$ cat config.mk
export PLATFORM = sky130hd
export DESIGN_NAME = comma_align_ctrl
export DESIGN_NICKNAME = d
export VERILOG_FILES = /design/src/rtl/comma_align_ctrl.sv
export SDC_FILE = /design/constraint.sdc
export NUM_CORES = 1
export LEC_CHECK = 0
export ABC_AREA = 1
export CORE_UTILIZATION = 45
export DETAILED_ROUTE_END_ITERATION = 10
export PLACE_DENSITY = 0.68
export RECOVER_POWER = 100
export SETUP_SLACK_MARGIN = 0.1
export SLEW_MARGIN = 20
export SYNTH_ARGS = -nofsm -noshare
export SYNTH_HDL_FRONTEND = slang
export SYNTH_SLANG_ARGS = --single-unit
$ cat constraint.sdc
create_clock -name clk -period 3.3 [get_ports clk]
set_input_delay 0.495 -clock clk [delete_from_list [all_inputs] [get_ports clk]]
set_output_delay 0.495 -clock clk [all_outputs]
set_load 0.02 [all_outputs]
$ cat src/rtl/comma_align_ctrl.sv
// Comma search/confirm/lock controller feeding aligned code-groups to synchronization.
// Optional COMMA_ALIGN_STATS_EN adds a saturating realign_count port.
module comma_align_ctrl #(
    parameter int unsigned CG_WIDTH       = 10,
    parameter int unsigned CONFIRM_COMMAS = 3,
    parameter int unsigned CONFIRM_WINDOW = 64,
    parameter int unsigned LOSS_WORDS     = 8
) (
    input  logic                clk,
    input  logic                mr_main_reset,
    input  logic [CG_WIDTH-1:0] rx_raw,
    input  logic                rx_raw_valid,
    input  logic                code_sync_status,
    output logic [CG_WIDTH-1:0] pudi,
    output logic                indicate,
    output logic                aligned,
    output logic [3:0]          offset
`ifdef COMMA_ALIGN_STATS_EN
    ,
    output logic [15:0]         realign_count
`endif
);

    localparam int unsigned WIN_W  = $clog2(CONFIRM_WINDOW + 1);
    localparam int unsigned CC_W   = $clog2(CONFIRM_COMMAS + 1);
    localparam int unsigned LOSS_W = $clog2(LOSS_WORDS + 1);

    typedef enum logic [1:0] {
        HUNT,
        CONFIRM,
        LOCKED
    } state_t;

    state_t              state;
    logic [CG_WIDTH-1:0] prev;
    logic [WIN_W-1:0]    win_cnt;
    logic [CC_W-1:0]     comma_cnt;
    logic [LOSS_W-1:0]   loss_cnt;

    // The last raw bit never starts a candidate, so the window stops one bit short.
    logic [2*CG_WIDTH-2:0] window;
    logic [CG_WIDTH-1:0]   cand [CG_WIDTH];
    logic [CG_WIDTH-1:0]   comma_at;
    logic                  hunt_hit;
    logic [3:0]            hunt_off;
    logic [CG_WIDTH-1:0]   sel_word;
    logic                  sel_comma;
    logic [WIN_W-1:0]      win_nxt;
    logic [CC_W-1:0]       comma_nxt;
    logic [LOSS_W-1:0]     loss_nxt;

    assign window = {prev, rx_raw[CG_WIDTH-1:1]};

    for (genvar k = 0; k < CG_WIDTH; k++) begin : g_cand
        assign cand[k]     = window[2*CG_WIDTH-2-k -: CG_WIDTH];
        assign comma_at[k] = (cand[k][CG_WIDTH-1 -: 7] == 7'b0011111) ||
                             (cand[k][CG_WIDTH-1 -: 7] == 7'b1100000);
    end

    // Lowest offset holding a comma wins the hunt.
    always_comb begin
        hunt_hit = 1'b0;
        hunt_off = '0;
        for (int k = CG_WIDTH - 1; k >= 0; k--) begin
            if (comma_at[k]) begin
                hunt_hit = 1'b1;
                hunt_off = 4'(k);
            end
        end
    end

    assign sel_word  = cand[offset];
    assign sel_comma = comma_at[offset];
    assign win_nxt   = win_cnt + WIN_W'(1);
    assign comma_nxt = comma_cnt + CC_W'(sel_comma);
    assign loss_nxt  = loss_cnt + LOSS_W'(1);

    always_ff @(posedge clk) begin
        if (mr_main_reset) begin
            state     <= HUNT;
            prev      <= '0;
            pudi      <= '0;
            indicate  <= 1'b0;
            aligned   <= 1'b0;
            offset    <= '0;
            win_cnt   <= '0;
            comma_cnt <= '0;
            loss_cnt  <= '0;
`ifdef COMMA_ALIGN_STATS_EN
            realign_count <= '0;
`endif
        end else begin
            indicate <= 1'b0;
            if (rx_raw_valid) begin
                prev <= rx_raw;
                unique case (state)
                    HUNT: begin
                        if (hunt_hit) begin
                            state     <= CONFIRM;
                            offset    <= hunt_off;
                            comma_cnt <= CC_W'(1);
                            win_cnt   <= '0;
                            loss_cnt  <= '0;
                        end
                    end
                    CONFIRM: begin
                        pudi     <= sel_word;
                        indicate <= 1'b1;
                        // Reaching the comma target takes priority over window expiry.
                        if (comma_nxt >= CC_W'(CONFIRM_COMMAS)) begin
                            state     <= LOCKED;
                            aligned   <= 1'b1;
                            win_cnt   <= '0;
                            comma_cnt <= '0;
                            loss_cnt  <= '0;
                        end else if (win_nxt >= WIN_W'(CONFIRM_WINDOW)) begin
                            state     <= HUNT;
                            win_cnt   <= '0;
                            comma_cnt <= '0;
                            loss_cnt  <= '0;
                        end else begin
                            win_cnt   <= win_nxt;
                            comma_cnt <= comma_nxt;
                        end
                    end
                    LOCKED: begin
                        pudi     <= sel_word;
                        indicate <= 1'b1;
                        if (code_sync_status) begin
                            loss_cnt <= '0;
                        end else if (loss_nxt >= LOSS_W'(LOSS_WORDS)) begin
                            state     <= HUNT;
                            aligned   <= 1'b0;
                            offset    <= '0;
                            win_cnt   <= '0;
                            comma_cnt <= '0;
                            loss_cnt  <= '0;
`ifdef COMMA_ALIGN_STATS_EN
                            if (realign_count != 16'hFFFF) begin
                                realign_count <= realign_count + 16'd1;
                            end
`endif
                        end else begin
                            loss_cnt <= loss_nxt;
                        end
                    end
                    default: begin
                        state <= HUNT;
                    end
                endcase
            end
        end
    end

endmodule

## Yosys cells after proc, flatten, opt, wreduce, memory -nomap -nowiden

Index checks and enable logic that the tools add are counted.

- Bits in registers: 41
- Output and inout bits: 16
- Logic and storage cells: 123

- $add $sub $neg: 3
- Order comparisons: 5
- Equal/unequal tests: 27
- Mux-type cells: 55
- Bitwise operators: 2
- Reduce and logical (&&, ||, !) cells: 22

Operators by type and width:

| kind | number |
|---|---|
| two-way mux 4 bit | 18 |
| == test 7 x 5 -> 1 bit, second input constant | 10 |
| == test 7 bit, second input constant | 10 |
| binary-select mux 10 bit (select 4 bit) | 1 |
| two-way mux 7 bit | 5 |
| one-hot mux 7 bit (3 select lines) | 1 |
| two-way mux 10 bit | 2 |
| AND reduction 5 bit | 4 |
| two-way mux 1 bit | 15 |
| two-way mux 2 bit | 7 |
| one-hot mux 2 bit (3 select lines) | 2 |
| one-hot mux 4 bit (3 select lines) | 1 |
| logical OR 1 bit | 10 |
| inequality test 2 bit, second input constant | 4 |
| one-hot mux 4 bit (2 select lines) | 1 |
| adder 7 x 1 -> 7 bit, second input constant | 1 |
| >= comparator 7 bit, second input constant | 1 |
| >= comparator 5 bit, second input constant | 1 |
| < comparator 4 x 5 -> 1 bit, second input constant | 1 |
| NOT 4 -> 5 bit | 1 |
| adder 4 x 1 -> 4 bit, second input constant | 1 |
| binary-select mux 1 bit (select 4 bit) | 1 |
| >= comparator 4 bit, second input constant | 1 |
| AND reduction 4 bit | 1 |
| 12 further kinds | 14 |

## Logic depth before layout (Yosys ltp)

Gate-level depths: netlist (run 1).

- Depth in word-level cells: 14
- Mapped depth: 23
- Gate-level depth less buffers: 22

## Least setup slack after synthesis (run 1)

No wires, ideal clock.

- Kind: register -> register
- From: register offset[0]
- To: register loss_cnt[0]
- Library setup time: 0.114 ns
- Data arrival time: 2.577 ns
- Data required time: 3.186 ns
- Slack: 0.610 ns
- Cell stages (with the launch flop): 18
- Buffers on the path: 3
- Cells stage by stage: dfxtp_1 buf_2 buf_2 clkbuf_1 o21ai_0 o21ai_0 nand2_1 nand4_1 nand2_1 ha_1 xor2_1 nand2_1 nand3_2 inv_1 nor2_2 nand3_4 a21oi_1 nor2_1

- Word-level cells in the longest chain between the ends: 6
- Elaborated cells between the ends (all ways): 8
- Classes of those cells: 1 x add/sub; 1 x order compare; 1 x eq/ne; 4 x mux; 1 x reduce/logical

RTL lines:

| what | RTL line | text |
|---|---|---|
| from (decl) | 17 | `output logic [3:0] offset` |
| from (signal assigned) | 100 | `offset <= hunt_off;` |
| binary-select mux 1 bit (select 4 bit) (*) | 73 | `assign sel_comma = comma_at[offset];` |
| two-way mux 1 bit (implied by the code) (*) | 73 |  |
| adder 2 x 1 -> 2 bit (*) | 75 | `assign comma_nxt = comma_cnt + CC_W'(sel_comma);` |
| >= comparator 2 bit (*) | 110 | `if (comma_nxt >= CC_W'(CONFIRM_COMMAS)) begin` |
| inequality test 3 bit (no source line) / two-way mux 4 bit (equally long branches) | - |  |
| AND reduction 4 bit (no source line) / one-hot mux 4 bit (3 select lines) (equally long branches) | - |  |
| to (signal assigned) | 144 | `loss_cnt <= loss_nxt;` |
| to (decl) | 38 | `logic [LOSS_W-1:0] loss_cnt;` |

Mark *: on every way between the ends. The rest lies on a longest branch, timed or not. The select of a mux whose other input is x is not followed.
A chain may end at the register's enable or synchronous reset.

## Worst setup path in the final report (run 1)

- From: register offset[0]
- To: register state[1]

- Word-level cells in the longest chain between the ends: 6
- Elaborated cells between the ends (all ways): 8
- Classes of those cells: 1 x add/sub; 1 x order compare; 1 x eq/ne; 4 x mux; 1 x reduce/logical

RTL lines:

| what | RTL line | text |
|---|---|---|
| binary-select mux 1 bit (select 4 bit) (*) | 73 |  |
| two-way mux 1 bit (implied by the code) (*) | 73 |  |
| adder 2 x 1 -> 2 bit (*) | 75 |  |
| >= comparator 2 bit (*) | 110 |  |
| inequality test 3 bit (no source line) / two-way mux 2 bit (equally long branches) | - |  |
| AND reduction 5 bit (no source line) / one-hot mux 2 bit (3 select lines) (equally long branches) | - |  |
| to (signal assigned) | 80 | `state <= HUNT;` |
| to (signal assigned) | 111 | `state <= LOCKED;` |
| to (signal assigned) | 117 | `state <= HUNT;` |
| to (decl) | 34 | `state_t state;` |

Marks and branches as above.

==> results.yml, run 1 <==
cts:
  htree_levels: 2
  numCtsBuffers: 5
  cts_resized: 0
  clockBufferDepth: 2
  root_buffer: "clkbuf_8"
  clkTransAtPathRegs_ns: 0.09
  clock_latency_ns: 0.30
  hold_buffers: 0
  cts_tree: "built"
  post_cts_buffers: 0
  cts.sinks: 41
placed_design:
  dpl_cell_area_um2: 3400
  dp_hpwl_um: 6120
  gp_congestion: 0.916
  io_buffers: 29
run_status:
  status: "complete, but fails checks"
  violations: "design-rule violations"
routing:
  dr.pass1.iters: 8
  dr.max_layer_used: "met4"
  wl_per_cell_um: 13.3
  met3_wirelength_um: 339
  routed_wl_um: 7960
  post_drt_via_cell_ratio: 5.29
  antenna_left: 0
  met2_wirelength_um: 3810
  num_vias: 3172
  remaining_drc_errors: 4
  drt-initial-drc-count: 194
  wl_met1_um: 3640
floorplanning:
  start_util: 0.473
  die_area_um2: 7080
  core_area_um2: 6420
  fp.dieH_um: 84.1
  die_x_um: 84.1
  rows: 29
  num_io_pins: 30
layout:
  layout_common_cells: "nand2_1 (106), nor2_1 (86), o21ai_0 (58), inv_1 (50), dfxtp_1 (41)"
  layout_commonest_cell: "nand2_1"
  antennaDiodeCount: 0
  layout-drive-gt1-share: 0.0822
  nNetsFinal: 543
  area_growth_pct: 13.1
  finalInstanceArea_um2: 3430
worst_hold_path:
  hold_path_depth: 2
  hp-start: "win_cnt[6]$_SDFFE_PP0P_"
  hold_path_class: "reg -> reg"
  worstHoldEndpoint: "win_cnt[6]$_SDFFE_PP0P_"
logic_synthesis:
  netlist_area_um2: 3040
  synth.distinct_cells: 34
  synth_edf_count: 0
  ys_seq_area_frac: 0.270
  synthDominantCellAreaShare: 0.270
  synth_nets: 516
  synthTopCellsByArea: "dfxtp_1 (27%), nand2_1 (13%), nor2_1 (11%), o21ai_0 (9.4%), a21oi_1 (6.4%)"
  syn_inst: 495
  yosysTopAreaCell: "dfxtp_1"
  ys_warn_count: 0
  async_reset_ff_frac: 0
  syn_area_per_cell_um2: 6.13
  synth_seq_cells: 41
  synth_top_flop_cell: "dfxtp_1"
sta:
  final.setup.tns_ns: 0
  setup_violations: 0
  rsz0062_at_grt: "false"
  max-slew-margin-rel: 0.415
  hold_viol: 0
  finalCriticalPeriod_ns: 2.87
  tightest_slew_ns: 0.878
  timing.final.crit_share: 0.869
  finClkSkew_ns: 0.00725
  maxSlewViolCount: 0
  fmax_mhz: 349
worst_setup_path:
  ff2ff_setup_slack_ns: 0.43
  critPathLaunchType: "register"
  cp.required_ns: 3.46
  path_max_fanout: 24
  path_class: "reg -> reg"
  reg2reg_from: "offset[0]$_SDFFE_PP0P_"
  cp.arrival_ns: 3.03
  reg2reg_depth: 12
  end_kind: "register"
  r2r-end: "state[1]$_SDFFE_PP0P_"
power:
  max-vdd-ir-drop_mv: 0.177
  p_leak_nw: 1.57
  pwr_density_cell_nw_per_um2: 375
global_routing:
  antenna_found_initial: 0
  grt_max_degree: 25
  grt_pass1_wl_um: 12800
  grt_overflow: 0
  grt_pass1_vias: 2813
  track_usage: 0.226
job:
  maxCapViolations: 0
## layer usage
| metal | global-route usage | vias up |
|---|---|---|
| met1 | 0.282 | 1414 |
| li1 | - | 1661 |
| met2 | 0.390 | 79 |
| met4 | 0.0940 | 0 |
| met3 | 0.0305 | 18 |
| met5 | 0 | - |
## worst max-delay path, stage by stage, from the launching register on
cell and delay (ns):
dfxtp_1 0.54, clkbuf_1 0.71, o21ai_0 0.20, nand4_1 0.12, nand2_1 0.08, ha_1 0.19
xor2_1 0.17, nand2_1 0.10, nand3_1 0.11, clkbuf_1 0.24, nand4_4 0.13, nand2_1 0.08
a21oi_1 0.06
## synthesized netlist by cell type, types with 5 or more instances
cell	count
nand2_2	8
a21oi_2	6
ha_1	7
a21oi_1	39
dfxtp_1	41
nand3_1	22
xor2_1	5
nor2_2	6
nand2_1	106
inv_1	50
nor2_1	86
nand4_1	11
clkbuf_1	10
o21ai_0	57
## sequential cells by signal (all words and copies together) (netlist names)
name,cells
aligned,1
comma_cnt,2
indicate,1
loss_cnt,4
offset,4
prev,10
pudi,10
state,2
win_cnt,7
## layout make-up
class                      count  area, um^2
inverter                      52         195
timing repair buffer          43         373
sequential                    41         821
clock buffer                   5        68.8
multi-input combinational    379        1860
clock inverter                 3        21.3
fill                         711        2990
tap                           77        96.3
## kinds of logic after synthesis
logic type / Yosys count / synth area share
and+or+nand+nor: 251 / 0.367
buffers and inverters: 75 / 0.107
muxes: 1 / 0.00330
DFF: 41 / 0.270
adders and majority gates: 7 / 0.0289
AOI/OAI and AO/OA: 113 / 0.203
xor gates and xnor gates: 7 / 0.0202
## power by group
| group | internal [W] | switching, W |
|---|---|---|
| registers | 0.000525 | 0.0000350 |
| clock network | 0.000150 | 0.000188 |
| logic | 0.000137 | 0.000253 |
## metrics by stage
| step | hold slack, ns | util | power, W | cells | worst slack (ns) |
|---|---|---|---|---|---|
| 4_1_cts | 0.475 | 0.543 | 0.00132 | 600 | 0.489 |
| 2_1_floorplan | 0.444 | - | 0.000854 | 495 | 0.610 |
| 3_3_place_gp | 0.457 | 0.529 | 0.000972 | 592 | 0.215 |
| 5_1_grt | 0.495 | 0.535 | 0.00138 | 600 | 0.119 |
| 6_report | 0.473 | 0.535 | 0.00129 | 600 | 0.431 |
| 3_5_place_dp | 0.460 | 0.529 | 0.000975 | 592 | 0.164 |
## how the worst max path moves through the flow
stage | endpoint | start | cells past startpoint | slack, ns
after floorplan | loss_cnt[0]$_SDFFE_PP0P_ | offset[0]$_SDFFE_PP0P_ | 17 | 0.61
after detailed placement | loss_cnt[1]$_SDFFE_PP0P_ | rx_raw[7] | 19 | 0.16
after global routing | loss_cnt[0]$_SDFFE_PP0P_ | rx_raw[7] | 20 | 0.12
after global placement | loss_cnt[2]$_SDFFE_PP0P_ | rx_raw[9] | 21 | 0.21
final | state[1]$_SDFFE_PP0P_ | offset[0]$_SDFFE_PP0P_ | 12 | 0.43
after CTS | loss_cnt[1]$_SDFFE_PP0P_ | rx_raw[7] | 20 | 0.49
Note: power is estimated with default switching activity, not from simulation.
==> inputs of run 2 (changes only) <==
Settings changed: CTS_BUF_LIST set to sky130_fd_sc_hd__clkbuf_16, SETUP_SLACK_MARGIN 0.1 to not set.
==> run 2 against run 1 <==
Net effect:
- the run still ends with design-rule violations left
- largest power group unchanged
- utilization grew 0.88 points
- critical path type is now in -> reg
- count of clock-buffer cells in the layout is the same
- non-clock buffer count unchanged
- critical path depth up 8
- sequential share of layout area shrank 0.39 points
- combinational power is essentially flat
- clock skew decreased by 0.0035 ns
- largest cell class unchanged
==> results.yml, run 2 (synthesis results as in run 1) <==
placed_design:
  io_buffers: 29
  gp_congestion: 0.916
  dp_hpwl_um: 6120
  dp_cells: 592
worst_hold_path:
  worstHoldEndpoint: "win_cnt[6]$_SDFFE_PP0P_"
  hold_path_class: "reg -> reg"
  hp-start: "win_cnt[6]$_SDFFE_PP0P_"
  hold_path_depth: 2
worst_setup_path:
  cp.required_ns: 3.44
  crit_start: "rx_raw[9]"
  cp.arrival_ns: 3.03
  r2r-end: "state[1]$_SDFFE_PP0P_"
  cp_top_family: "simple AND/OR/NAND/NOR gates"
  path_class: "in -> reg"
  critPathLaunchType: "input port"
  crit_slowest_cell: "clkdlybuf4s50_1"
  end_kind: "register"
  ff2ff_setup_slack_ns: 0.46
  path_max_fanout: 3
  crit_path_cell_trace: "clkdlybuf4s50_1 -> nor2_1 -> nand2_1 -> nor2_1 -> nor2_1 -> nor2_1 -> nor2_1 -> o21ai_0 -> o21ai_0 -> nand2_1 -> nand4_1 -> nand2_1 -> ha_1 -> xor2_1 -> nand2_1 -> nand3_1 -> clkbuf_1 -> nand4_4 -> nand2_1 -> a21oi_1"
  reg2reg_depth: 12
  reg2reg_from: "offset[0]$_SDFFE_PP0P_"
  path_buf_inv: 2
  slowest_delay_ns: 0.44
cts:
  clockBufferDepth: 2
  clkTransAtPathRegs_ns: 0.06
  cts_tree: "built"
  htree_levels: 2
  cts_resized: 0
  post_cts_buffers: 0
  root_buffer: "clkbuf_16"
  clock_latency_ns: 0.28
  cts.sinks: 41
  numCtsBuffers: 5
  hold_buffers: 0
layout:
  antennaDiodeCount: 0
  area_growth_pct: 15.0
  layout_commonest_cell: "nand2_1"
  layout-drive-gt1-share: 0.0822
  top_regs: "prev (10), pudi (10), win_cnt (7)"
  nNetsFinal: 543
  layoutNonFillerInstCount: 600
  layout_common_cells: "nand2_1 (106), nor2_1 (86), o21ai_0 (58), inv_1 (50), dfxtp_1 (41)"
floorplanning:
  core_area_um2: 6420
  die_x_um: 84.1
  die_area_um2: 7080
  fp.dieH_um: 84.1
  rows: 29
  num_io_pins: 30
  start_util: 0.473
sta:
  hold_viol: 0
  final.setup.tns_ns: 0
  fmax_mhz: 347
  max-slew-margin-rel: 0.423
  fin_hold_ws_ns: 0.469
  rsz0062_at_grt: "false"
  finalCriticalPeriod_ns: 2.88
  timing.final.crit_share: 0.874
  tightest_slew_ns: 0.865
  setup_violations: 0
  finClkSkew_ns: 0.00372
  maxSlewViolCount: 0
power:
  p_leak_nw: 1.59
  power.total_w: 0.00144
  max-vdd-ir-drop_mv: 0.242
  pwr_density_cell_nw_per_um2: 412
routing:
  wl_per_cell_um: 13.2
  routed_wl_um: 7930
  antenna_left: 0
  num_vias: 3139
  remaining_drc_errors: 4
  post_drt_via_cell_ratio: 5.23
  drt-initial-drc-count: 234
  dr.pass1.iters: 8
global_routing:
  track_usage: 0.224
  grt_overflow: 0
  antenna_found_initial: 0
  grt_pass1_wl_um: 12800
  grt_max_degree: 25
  grt_pass1_vias: 2799
run_status:
  violations: "design-rule violations"
  status: "complete, but fails checks"
job:
  maxCapViolations: 0
==> run 2: changes by cell type in the layout (fill, tap and decap cells not counted) <==
| cell | previous run | this run |
|---|---|---|
| clkbuf_8 | 5 | 0 |
| clkbuf_16 | 0 | 5 |
==> run 2: how the worst max path moves through the flow <==
stage                                to  slack [ns]  depth (start not counted)
3_5_place_dp   loss_cnt[1]$_SDFFE_PP0P_        0.16                         19
2_1_floorplan  loss_cnt[0]$_SDFFE_PP0P_        0.61                         17
4_1_cts        loss_cnt[1]$_SDFFE_PP0P_        0.46                         19
6_report          state[1]$_SDFFE_PP0P_        0.42                         20
3_3_place_gp   loss_cnt[2]$_SDFFE_PP0P_        0.21                         21
5_1_grt        loss_cnt[0]$_SDFFE_PP0P_        0.09                         20
==> run 2: routing by layer <==
metal / track usage / wire [um]
met1: 0.281 / 3660
met2: 0.393 / 3820
met3: 0.0305 / 303
met4: 0.0799 / 148
met5: 0 / 0
==> run 2: through the flow <==
| stage | utilization | area (um^2) | setup slack, ns |
|---|---|---|---|
| floorplan | - | 3040 | 0.610 |
| global placement | 0.529 | 3400 | 0.215 |
| detailed placement | 0.529 | 3400 | 0.164 |
| CTS | 0.552 | 3540 | 0.462 |
| global route | 0.543 | 3490 | 0.0893 |
| finish | 0.543 | 3490 | 0.417 |
==> run 2: worst min-delay path, cell delays in order, from the launching register on <==
cell,delay (ns)
dfxtp_1,0.32
nand3_1,0.08
inv_1,0.04
==> run 2: cell type report <==
class | instances | area (um^2)
clock buffers | 5 | 125
clock inverters | 3 | 21.3
fillers | 705 | 2930
inverters | 52 | 195
multi-input cells | 379 | 1860
flip-flops and latches | 41 | 821
well taps | 77 | 96.3
repair buffers | 43 | 373
==> run 2: power by group <==
part           internal (W)  total [W]  switching (W)
Clock              0.000281   0.000486       0.000204
Combinational      0.000137   0.000390       0.000253
Sequential         0.000526   0.000561      0.0000353
Total              0.000944    0.00144       0.000493
==> inputs of run 3 (changes only) <==
Settings changed: CORE_ASPECT_RATIO set to 0.9.
==> run 3 against run 2 <==
Net effect:
- die area hardly changed
- sequential share of layout area down 0.14 points
- utilization shrank 0.74 points
- first-iteration DRC count fell by 23%
- critical endpoint is now loss_cnt[0]$_SDFFE_PP0P_
- combinational power about the same
- the flow now finishes without violations
- critical path type unchanged
- clock power up 12%
==> results.yml, run 3 (synthesis results as in run 1) <==
run_status:
  status: "completed"
routing:
  remaining_drc_errors: 0
  wl_per_cell_um: 13.4
  post_drt_via_cell_ratio: 5.17
  antenna_left: 0
  dr.pass1.iters: 5
  routed_wl_um: 8180
  drt-initial-drc-count: 181
  num_vias: 3152
floorplanning:
  core_area_um2: 6550
  start_util: 0.463
  rows: 28
  fp.dieH_um: 79.9
  die_area_um2: 7080
  die_x_um: 88.6
  num_io_pins: 30
sta:
  maxSlewViolCount: 0
  fin_hold_ws_ns: 0.470
  max-slew-margin-rel: 0.420
  setup_violations: 0
  timing.final.crit_share: 0.905
  rsz0062_at_grt: "false"
  finClkSkew_ns: 0.00527
  final.setup.tns_ns: 0
  fmax_mhz: 335
  layout_setup_ws_ns: 0.315
  hold_viol: 0
  finalCriticalPeriod_ns: 2.98
  tightest_slew_ns: 0.869
power:
  power.total_w: 0.00150
  pwr-share-seq: 0.375
  pwr_density_cell_nw_per_um2: 427
  power_switching_w: 0.000486
  clkPwrFrac: 0.364
  p_leak_nw: 1.61
  combinationalPowerShare: 0.261
  netSwitchingFraction: 0.324
  p_int_w: 0.00101
  max-vdd-ir-drop_mv: 0.251
worst_setup_path:
  path_max_fanout: 7
  path_buf_inv: 2
  end_kind: "register"
  path_class: "in -> reg"
  cp_top_family: "simple AND/OR/NAND/NOR gates"
  cp.arrival_ns: 3.21
  crit_path_cell_trace: "clkdlybuf4s50_1 -> nor2_1 -> nand2_1 -> nor2_1 -> nor2_1 -> nor2_1 -> nor2_1 -> o21ai_0 -> o21ai_0 -> nand2_1 -> nand4_1 -> nand2_1 -> ha_1 -> xor2_1 -> nand2_1 -> nand3_1 -> inv_1 -> nor2_2 -> nand3_2 -> nand2_1 -> nand2_1 -> nor2_1"
  crit_slowest_cell: "clkdlybuf4s50_1"
  cp.required_ns: 3.52
  slowest_delay_ns: 0.57
  critPathLaunchType: "input port"
job:
  maxCapViolations: 0
placed_design:
  gp_congestion: 0.940
  dp_hpwl_um: 6100
  place_ws_ns: 0.132
  io_buffers: 29
cts:
  numCtsBuffers: 5
  clkTransAtPathRegs_ns: 0.06
  hold_buffers: 0
  htree_levels: 2
  cts_tree: "built"
  cts_resized: 0
  cts.sinks: 41
  clockBufferDepth: 2
  clock_latency_ns: 0.28
  root_buffer: "clkbuf_16"
  post_cts_buffers: 0
global_routing:
  grt_max_degree: 31
  grt_pass1_wl_um: 13600
  grt_pass1_vias: 2897
  grt_overflow: 0
  antenna_found_initial: 0
  track_usage: 0.245
layout:
  area_growth_pct: 15.7
  top_regs: "prev (10), pudi (10), win_cnt (7)"
  layout-drive-gt1-share: 0.0827
  layout_common_cells: "nand2_1 (106), nor2_1 (86), o21ai_0 (57), inv_1 (51), dfxtp_1 (41)"
  layout_commonest_cell: "nand2_1"
  nNetsFinal: 540
  antennaDiodeCount: 0
worst_hold_path:
  hold_path_class: "reg -> reg"
-- run 3: cell type report --
class	count	area, um^2
Clock inverter	3	37.5
Multi-Input combinational cell	379	1850
Tap cell	90	113
Fill cell	699	3040
Sequential cell	41	821
Timing Repair Buffer	40	365
Inverter	52	195
Clock buffer	5	125
-- run 3: metal layers --
metal  global-route usage  part of all wire  vias to the layer above
li1                     -                 -                     1648
met1                0.338              0.49                     1392
met2                0.382              0.44                       96
met3               0.0362             0.045                       16
met4               0.0919             0.026                        0
met5                    0                 0                        -
-- run 3: path summary, 6_finish.rpt --
kind,startpoint,slack (ns),to,depth (start not counted)
max reg2reg,offset[1]$_SDFFE_PP0P_,0.50,loss_cnt[0]$_SDFFE_PP0P_,15
max,rx_raw[9],0.32,loss_cnt[0]$_SDFFE_PP0P_,22
min reg2reg,loss_cnt[3]$_SDFFE_PP0P_,0.47,loss_cnt[3]$_SDFFE_PP0P_,2
min,loss_cnt[3]$_SDFFE_PP0P_,0.47,loss_cnt[3]$_SDFFE_PP0P_,2
-- run 3: tightest hold or removal path, stage by stage (launching register included) --
cell and delay [ns]:
dfxtp_1 0.32, nand3_1 0.08, inv_1 0.04
-- run 3: metrics by stage --
| stage | cells | area [um^2] | util |
|---|---|---|---|
| 2_1_floorplan | 495 | 3040 | - |
| 3_3_place_gp | 602 | 3390 | 0.518 |
| 3_5_place_dp | 602 | 3390 | 0.518 |
| 4_1_cts | 610 | 3550 | 0.542 |
| 5_1_grt | 610 | 3510 | 0.536 |
| 6_report | 610 | 3510 | 0.536 |
-- run 3: power by group through the flow --
stage          combinational (W)  sequential (W)  clock [W]
2_1_floorplan           0.000278        0.000575          0
3_3_place_gp            0.000398        0.000573          0
3_5_place_dp            0.000401        0.000573          0
4_1_cts                 0.000404        0.000562   0.000553
5_1_grt                 0.000444        0.000566   0.000573
6_report                0.000392        0.000563   0.000546
